## config.mk

```make
export PLATFORM = sky130hd
export DESIGN_NAME = branch_resolve_unit_flat
export DESIGN_NICKNAME = d
export VERILOG_FILES = /design/src/rtl/branch_resolve_unit_if.sv /design/src/rtl/branch_resolve_unit.sv /design/src/flat_wrapper.sv
export SDC_FILE = /design/constraint.sdc
export NUM_CORES = 1
export LEC_CHECK = 0
export BUFFER_PORTS_ARGS = -buffer_cell sky130_fd_sc_hd__buf_4
export CORE_UTILIZATION = 51
export CTS_CLUSTER_DIAMETER = 50
export CTS_CLUSTER_SIZE = 40
export DETAILED_ROUTE_END_ITERATION = 8
export GPL_TIMING_DRIVEN = 0
export PLACE_DENSITY = 0.8
export SKIP_LAST_GASP = 1
export SLEW_MARGIN = 5
export SYNTH_ARGS = -nofsm -noshare
export SYNTH_HDL_FRONTEND = slang
export SYNTH_SLANG_ARGS = --single-unit
```

## constraint.sdc

```tcl
create_clock -name clk -period 3.1 [get_ports clk]
set_input_delay 0.155 -clock clk [delete_from_list [all_inputs] [get_ports clk]]
set_output_delay 0.155 -clock clk [all_outputs]
set_load 0.005 [all_outputs]
```

## src/rtl/branch_resolve_unit_if.sv

```systemverilog
// Branch request bus between the ID stage and the branch resolver.
// Master (ID stage) drives the branch and operands; slave returns stall_req.
interface branch_resolve_unit_if #(
    parameter int WIDTH  = 32,
    parameter int ADDR_W = 32
);
    logic              br_valid;
    logic [2:0]        br_op;
    logic              opnd_ready;
    logic [WIDTH-1:0]  reg_s;
    logic [WIDTH-1:0]  reg_t;
    logic [ADDR_W-1:0] br_target;
    logic              stall_req;

    modport master (
        output br_valid, br_op, opnd_ready,
        output reg_s, reg_t, br_target,
        input  stall_req
    );

    modport slave (
        input  br_valid, br_op, opnd_ready,
        input  reg_s, reg_t, br_target,
        output stall_req
    );
endinterface

```

## src/rtl/branch_resolve_unit.sv

```systemverilog
// Branch condition resolver for ID: stalls until operands are forwarded,
// then emits a registered taken/redirect/flush result plus statistics.
// Ports: clk, rst_n (async, active-low), bus (branch request, slave),
//   cnt_clr (sync counter clear), res_valid/res_taken/flush/redirect_pc
//   (registered result), cnt_branch/cnt_taken (saturating counters).
module branch_resolve_unit #(
    parameter int WIDTH  = 32,
    parameter int ADDR_W = 32,
    parameter int CNT_W  = 16
) (
    input  logic                 clk,
    input  logic                 rst_n,
    branch_resolve_unit_if.slave bus,
    input  logic                 cnt_clr,
    output logic                 res_valid,
    output logic                 res_taken,
    output logic                 flush,
    output logic [ADDR_W-1:0]    redirect_pc,
    output logic [CNT_W-1:0]     cnt_branch,
    output logic [CNT_W-1:0]     cnt_taken
);

    typedef enum logic {IDLE, WAIT} state_t;

    localparam logic [CNT_W-1:0] CNT_MAX = {CNT_W{1'b1}};

    state_t            state_q, state_d;
    logic [2:0]        op_q, op_d;
    logic [ADDR_W-1:0] tgt_q, tgt_d;
    logic              res_valid_q, res_valid_d;
    logic              res_taken_q, res_taken_d;
    logic [ADDR_W-1:0] redirect_q, redirect_d;
    logic [CNT_W-1:0]  cnt_branch_q, cnt_branch_d;
    logic [CNT_W-1:0]  cnt_taken_q, cnt_taken_d;

    logic              resolve;
    logic [2:0]        use_op;
    logic [ADDR_W-1:0] use_tgt;
    logic              cond;
    logic              s_eq_t;
    logic              s_neg;
    logic              s_zero;

    assign s_eq_t = (bus.reg_s == bus.reg_t);
    assign s_neg  = bus.reg_s[WIDTH-1];
    assign s_zero = (bus.reg_s == '0);

    // Control: decide whether to resolve now, wait, and which op/target apply
    always_comb begin
        state_d       = state_q;
        op_d          = op_q;
        tgt_d         = tgt_q;
        resolve       = 1'b0;
        use_op        = bus.br_op;
        use_tgt       = bus.br_target;
        bus.stall_req = 1'b0;
        unique case (state_q)
            IDLE: begin
                if (bus.br_valid) begin
                    if (bus.opnd_ready) begin
                        resolve = 1'b1;
                    end else begin
                        op_d          = bus.br_op;
                        tgt_d         = bus.br_target;
                        bus.stall_req = 1'b1;
                        state_d       = WAIT;
                    end
                end
            end
            WAIT: begin
                // br_valid is ignored: the front end is held on this branch
                use_op  = op_q;
                use_tgt = tgt_q;
                if (bus.opnd_ready) begin
                    resolve = 1'b1;
                    state_d = IDLE;
                end else begin
                    bus.stall_req = 1'b1;
                end
            end
            default: state_d = IDLE;
        endcase
    end

    // Condition evaluation on the live operands
    always_comb begin
        cond = 1'b0;
        unique case (use_op)
            3'd0:    cond = s_eq_t;
            3'd1:    cond = !s_eq_t;
            3'd2:    cond = s_neg | s_zero;
            3'd3:    cond = !s_neg & !s_zero;
            3'd4:    cond = s_neg;
            3'd5:    cond = !s_neg;
            3'd6:    cond = 1'b1;
            default: cond = 1'b0;
        endcase
    end

    // Result registers and saturating statistics
    always_comb begin
        res_valid_d  = resolve;
        res_taken_d  = resolve & cond;
        redirect_d   = (resolve & cond) ? use_tgt : redirect_q;
        cnt_branch_d = cnt_branch_q;
        cnt_taken_d  = cnt_taken_q;
        if (cnt_clr) begin
            cnt_branch_d = '0;
            cnt_taken_d  = '0;
        end else if (resolve) begin
            if (cnt_branch_q != CNT_MAX) cnt_branch_d = cnt_branch_q + 1'b1;
            if (cond && cnt_taken_q != CNT_MAX) cnt_taken_d = cnt_taken_q + 1'b1;
        end
    end

    always_ff @(posedge clk or negedge rst_n) begin
        if (!rst_n) begin
            state_q      <= IDLE;
            op_q         <= '0;
            tgt_q        <= '0;
            res_valid_q  <= 1'b0;
            res_taken_q  <= 1'b0;
            redirect_q   <= '0;
            cnt_branch_q <= '0;
            cnt_taken_q  <= '0;
        end else begin
            state_q      <= state_d;
            op_q         <= op_d;
            tgt_q        <= tgt_d;
            res_valid_q  <= res_valid_d;
            res_taken_q  <= res_taken_d;
            redirect_q   <= redirect_d;
            cnt_branch_q <= cnt_branch_d;
            cnt_taken_q  <= cnt_taken_d;
        end
    end

    assign res_valid   = res_valid_q;
    assign res_taken   = res_taken_q;
    assign flush       = res_taken_q;
    assign redirect_pc = redirect_q;
    assign cnt_branch  = cnt_branch_q;
    assign cnt_taken   = cnt_taken_q;

endmodule
```

## src/flat_wrapper.sv

```systemverilog
// flat-port wrapper written by rule: the top's interface ports become plain ports
module branch_resolve_unit_flat 
#(
    parameter int WIDTH  = 32,
    parameter int ADDR_W = 32,
    parameter int CNT_W  = 16
)
  (clk, rst_n, cnt_clr, res_valid, res_taken, flush, redirect_pc, cnt_branch, cnt_taken, bus_br_valid, bus_br_op, bus_opnd_ready, bus_reg_s, bus_reg_t, bus_br_target, bus_stall_req);
  branch_resolve_unit_if #(.WIDTH(WIDTH), .ADDR_W(ADDR_W)) bus_i ();
  input  logic clk;
  input  logic rst_n;
  input  logic cnt_clr;
  output logic res_valid;
  output logic res_taken;
  output logic flush;
  output logic [ADDR_W-1:0] redirect_pc;
  output logic [CNT_W-1:0] cnt_branch;
  output logic [CNT_W-1:0] cnt_taken;
  input wire logic [$bits(bus_i.br_valid)-1:0] bus_br_valid;
  input wire logic [$bits(bus_i.br_op)-1:0] bus_br_op;
  input wire logic [$bits(bus_i.opnd_ready)-1:0] bus_opnd_ready;
  input wire logic [$bits(bus_i.reg_s)-1:0] bus_reg_s;
  input wire logic [$bits(bus_i.reg_t)-1:0] bus_reg_t;
  input wire logic [$bits(bus_i.br_target)-1:0] bus_br_target;
  output wire logic [$bits(bus_i.stall_req)-1:0] bus_stall_req;
  assign bus_i.br_valid = bus_br_valid;
  assign bus_i.br_op = bus_br_op;
  assign bus_i.opnd_ready = bus_opnd_ready;
  assign bus_i.reg_s = bus_reg_s;
  assign bus_i.reg_t = bus_reg_t;
  assign bus_i.br_target = bus_br_target;
  assign bus_stall_req = bus_i.stall_req;
  branch_resolve_unit #(.WIDTH(WIDTH), .ADDR_W(ADDR_W), .CNT_W(CNT_W)) u_core (.clk(clk), .rst_n(rst_n), .bus(bus_i), .cnt_clr(cnt_clr), .res_valid(res_valid), .res_taken(res_taken), .flush(flush), .redirect_pc(redirect_pc), .cnt_branch(cnt_branch), .cnt_taken(cnt_taken));
endmodule
```

==> results.yml <==
logic_synthesis:
  yosys-top-cells-area: "dfrtp_1 48%, mux2_2 21%, xnor2_1 6.1%, nand4_1 2.3%, nor2_1 1.9%"
  yosysTopAreaCell: "dfrtp_1"
  yosysUniqueCellTypes: 48
  syn_inst: 439
  synth_fp_nets: 545
  yosysTopAreaCellShare_pct: 48.36
  avgSynthCellArea_um2: 12.02
  yosys_register_bits: 102
  async_flop_share_pct: 100.0
  ys_top_cells_by_count: "102 x dfrtp_1, 100 x mux2_2, 37 x xnor2_1, 27 x nor2_1, 19 x nand4_1"
  yosys_warnings: 0
  ys_seq_area_share_pct: 48.36
  synthMostInstantiatedCell: "dfrtp_1"
  ys.flop_type: "dfrtp_1"
  synth-edff-count: 0
  netlist_area_um2: 5278
finish:
  syn2layout_area_growth_pct: 31.89
  drive_gt1_share_pct: 49.36
  regArea_um2: 2552
  n_fill_cell: 755
  multi_input_area_um2: 2595
  diodes: 0
  fin_nets: 729
sta:
  skew_ns: 0.008401
  max_slew.worst_pin.slew_ns: 1.068
  rsz0062_at_grt: "false"
  setup_tns_ns: 0
  hold_viol: 0
  setup_viol: 0
  setup_slack_ns: 0.3622
  max_freq_ghz: 0.3653
  timing.final.crit_period_ns: 2.738
  slew_headroom_pct: 28.64
  slew_violations: 0
  min_period_over_period_pct: 88.31
pwr:
  power_density_nw_per_um2: 513.5
  p_leak_nw: 3.018
  max-vdd-ir-drop_mv: 0.3743
hold_path:
  hold_path.class: "input port to flip-flop"
routing:
  wirelength_um: 12540
  ant_nets: 0
  wire_per_inst_um: 16.47
  num_vias: 4153
  drt_first_iter_violations: 158
  drcViolationCount: 0
  first_pass_iters: 4
  routed_via_density: 5.457
die:
  core_um2: 9910
  die_y_um: 103.7
  rows: 36
  start_util_pct: 53.26
  die_w_um: 103.7
  die-area_um2: 10760
  pin_count: 172
clock_tree:
  cts_buffers: 9
  clk_pin_slew_worst_paths_ns: 0.11
  postCtsHoldBufs: 1
  cts_htree_levels: 3
  clockBufferDepth: 2
  cts_sinks: 102
  cts_tree: "built"
  clock_latency_ns: 0.36
  post_cts_resized: 0
  clockRootBuffer: "clkbuf_8"
  post_cts_buffers: 0
global_routing:
  grt_usage_pct: 24.43
  grt_pass1_vias: 4285
  grt_pass1_wl_um: 21050
  grt-ovfl-total: 0
  grt_max_degree: 103
  antenna_found_initial: 0
critical_path:
  critPathKind: "flip-flop to flip-flop"
  endpoint_kind: "flip-flop"
  start_kind: "flip-flop"
  required_ns: 3.35
  crit_fanout: 10
  crit_arrival_ns: 2.99
outcome:
  status: "complete, no violations"
place:
  routabilityCongestion: 0.8934
  io_buffers: 170
  place_hpwl_um: 9635
  dp_slack_ns: 0.3663
job:
  maxCapViolCount: 0
path summary, 6_finish.rpt:
check	startpoint	end	slack, ns	cells past startpoint
min reg2reg	u_core.redirect_pc[22]	u_core.redirect_pc[22]	0.50	1
min in group asynchronous	rst_n	u_core.cnt_taken[3]	0.14	2
min	bus_br_target[28]	u_core.tgt_q[28]	0.02	2
max in group asynchronous	rst_n	u_core.tgt_q[15]	2.28	3
max reg2reg	u_core.state_q	u_core.cnt_taken[0]	0.36	7
max	u_core.state_q	u_core.cnt_taken[0]	0.36	7
state kept, by name (all words and copies together) (netlist names):
signal	count
u_core.op_q	3
u_core.cnt_taken	16
u_core.redirect_pc	32
u_core.flush	1
u_core.res_valid	1
u_core.tgt_q	32
u_core.state_q	1
u_core.cnt_branch	16
where the power goes:
group          total, W  internal, W  leakage (nW)  switching (W)
Combinational  0.000997     0.000628          1.64       0.000368
Sequential      0.00175      0.00160          1.27       0.000148
Clock          0.000830     0.000330        0.0996       0.000500
routing by layer:
metal  vias to the layer above  share of wire [%]  global-route usage [%]
li1                       1968                  -                       -
met1                      2031                 42                   31.24
met2                       133                 49                   40.84
met3                        21                6.5                   6.042
met4                         0                1.9                   7.857
met5                         -                  0                       0
logic make-up after synthesis:
family                     after synthesis  share of synthesized area, %
xor gates and xnor gates                45                         7.468
and+or+nand+nor                        118                         12.94
muxes                                  110                         23.33
adders and majority gates                2                        0.4741
buffers and inverters                   27                         2.466
AOI/OAI and AO/OA                       35                         4.955
DFF                                    102                         48.36
cells in the final DEF, fill, tap and decap left out, types with 2 or more instances in the layout:
cell type and count:
a21oi_1 10, and3_1 2, buf_2 2, buf_4 174
buf_6 2, clkbuf_1 9, clkbuf_8 10, dfrtp_1 102
dlygate4sd3_1 2, ha_1 2, inv_1 9, inv_6 3
mux2_1 4, mux2_2 100, mux2i_1 6, nand2_1 10
nand2b_1 2, nand3_1 15, nand4_1 19, nor2_1 27
nor2b_1 5, nor3_1 5, nor4_1 7, nor4_2 4
o21ai_0 8, o31ai_1 6, or3_1 5, or4_1 7
or4_4 2, xnor2_1 37, xor2_1 8
worst max-delay path: stages (launching register included):
cell and delay (ns):
dfrtp_1 0.43, buf_2 0.29, mux2i_1 0.35, nand3_1 0.11, mux2i_1 0.55, clkbuf_1 0.42
nor2_1 0.15, mux2_1 0.33
final cells by class:
class	count	share of cell area, %
Timing Repair Buffer	173	19.07
Sequential cell	102	36.67
Clock buffer	10	1.977
Buffer	18	1.384
Tap cell	133	2.391
Inverter	9	0.4853
Multi-Input combinational cell	310	37.28
Clock inverter	6	0.7370
per-stage QoR:
| step | total power (W) | hold WS (ns) | utilization (%) | std cells | area, um2 |
|---|---|---|---|---|---|
| after global placement | 0.002718 | 0.3406 | 67.82 | 742 | 6720 |
| after global routing | 0.003767 | 0.005879 | 70.24 | 761 | 6960 |
| after CTS | 0.003594 | 0.01366 | 69.82 | 759 | 6919 |
| final | 0.003574 | 0.02433 | 70.24 | 761 | 6960 |
| after detailed placement | 0.002770 | 0.3402 | 67.82 | 742 | 6720 |
| after floorplan | 0.002210 | -0.1406 | - | 439 | 5278 |
Note: power is estimated with default switching activity, not from simulation.
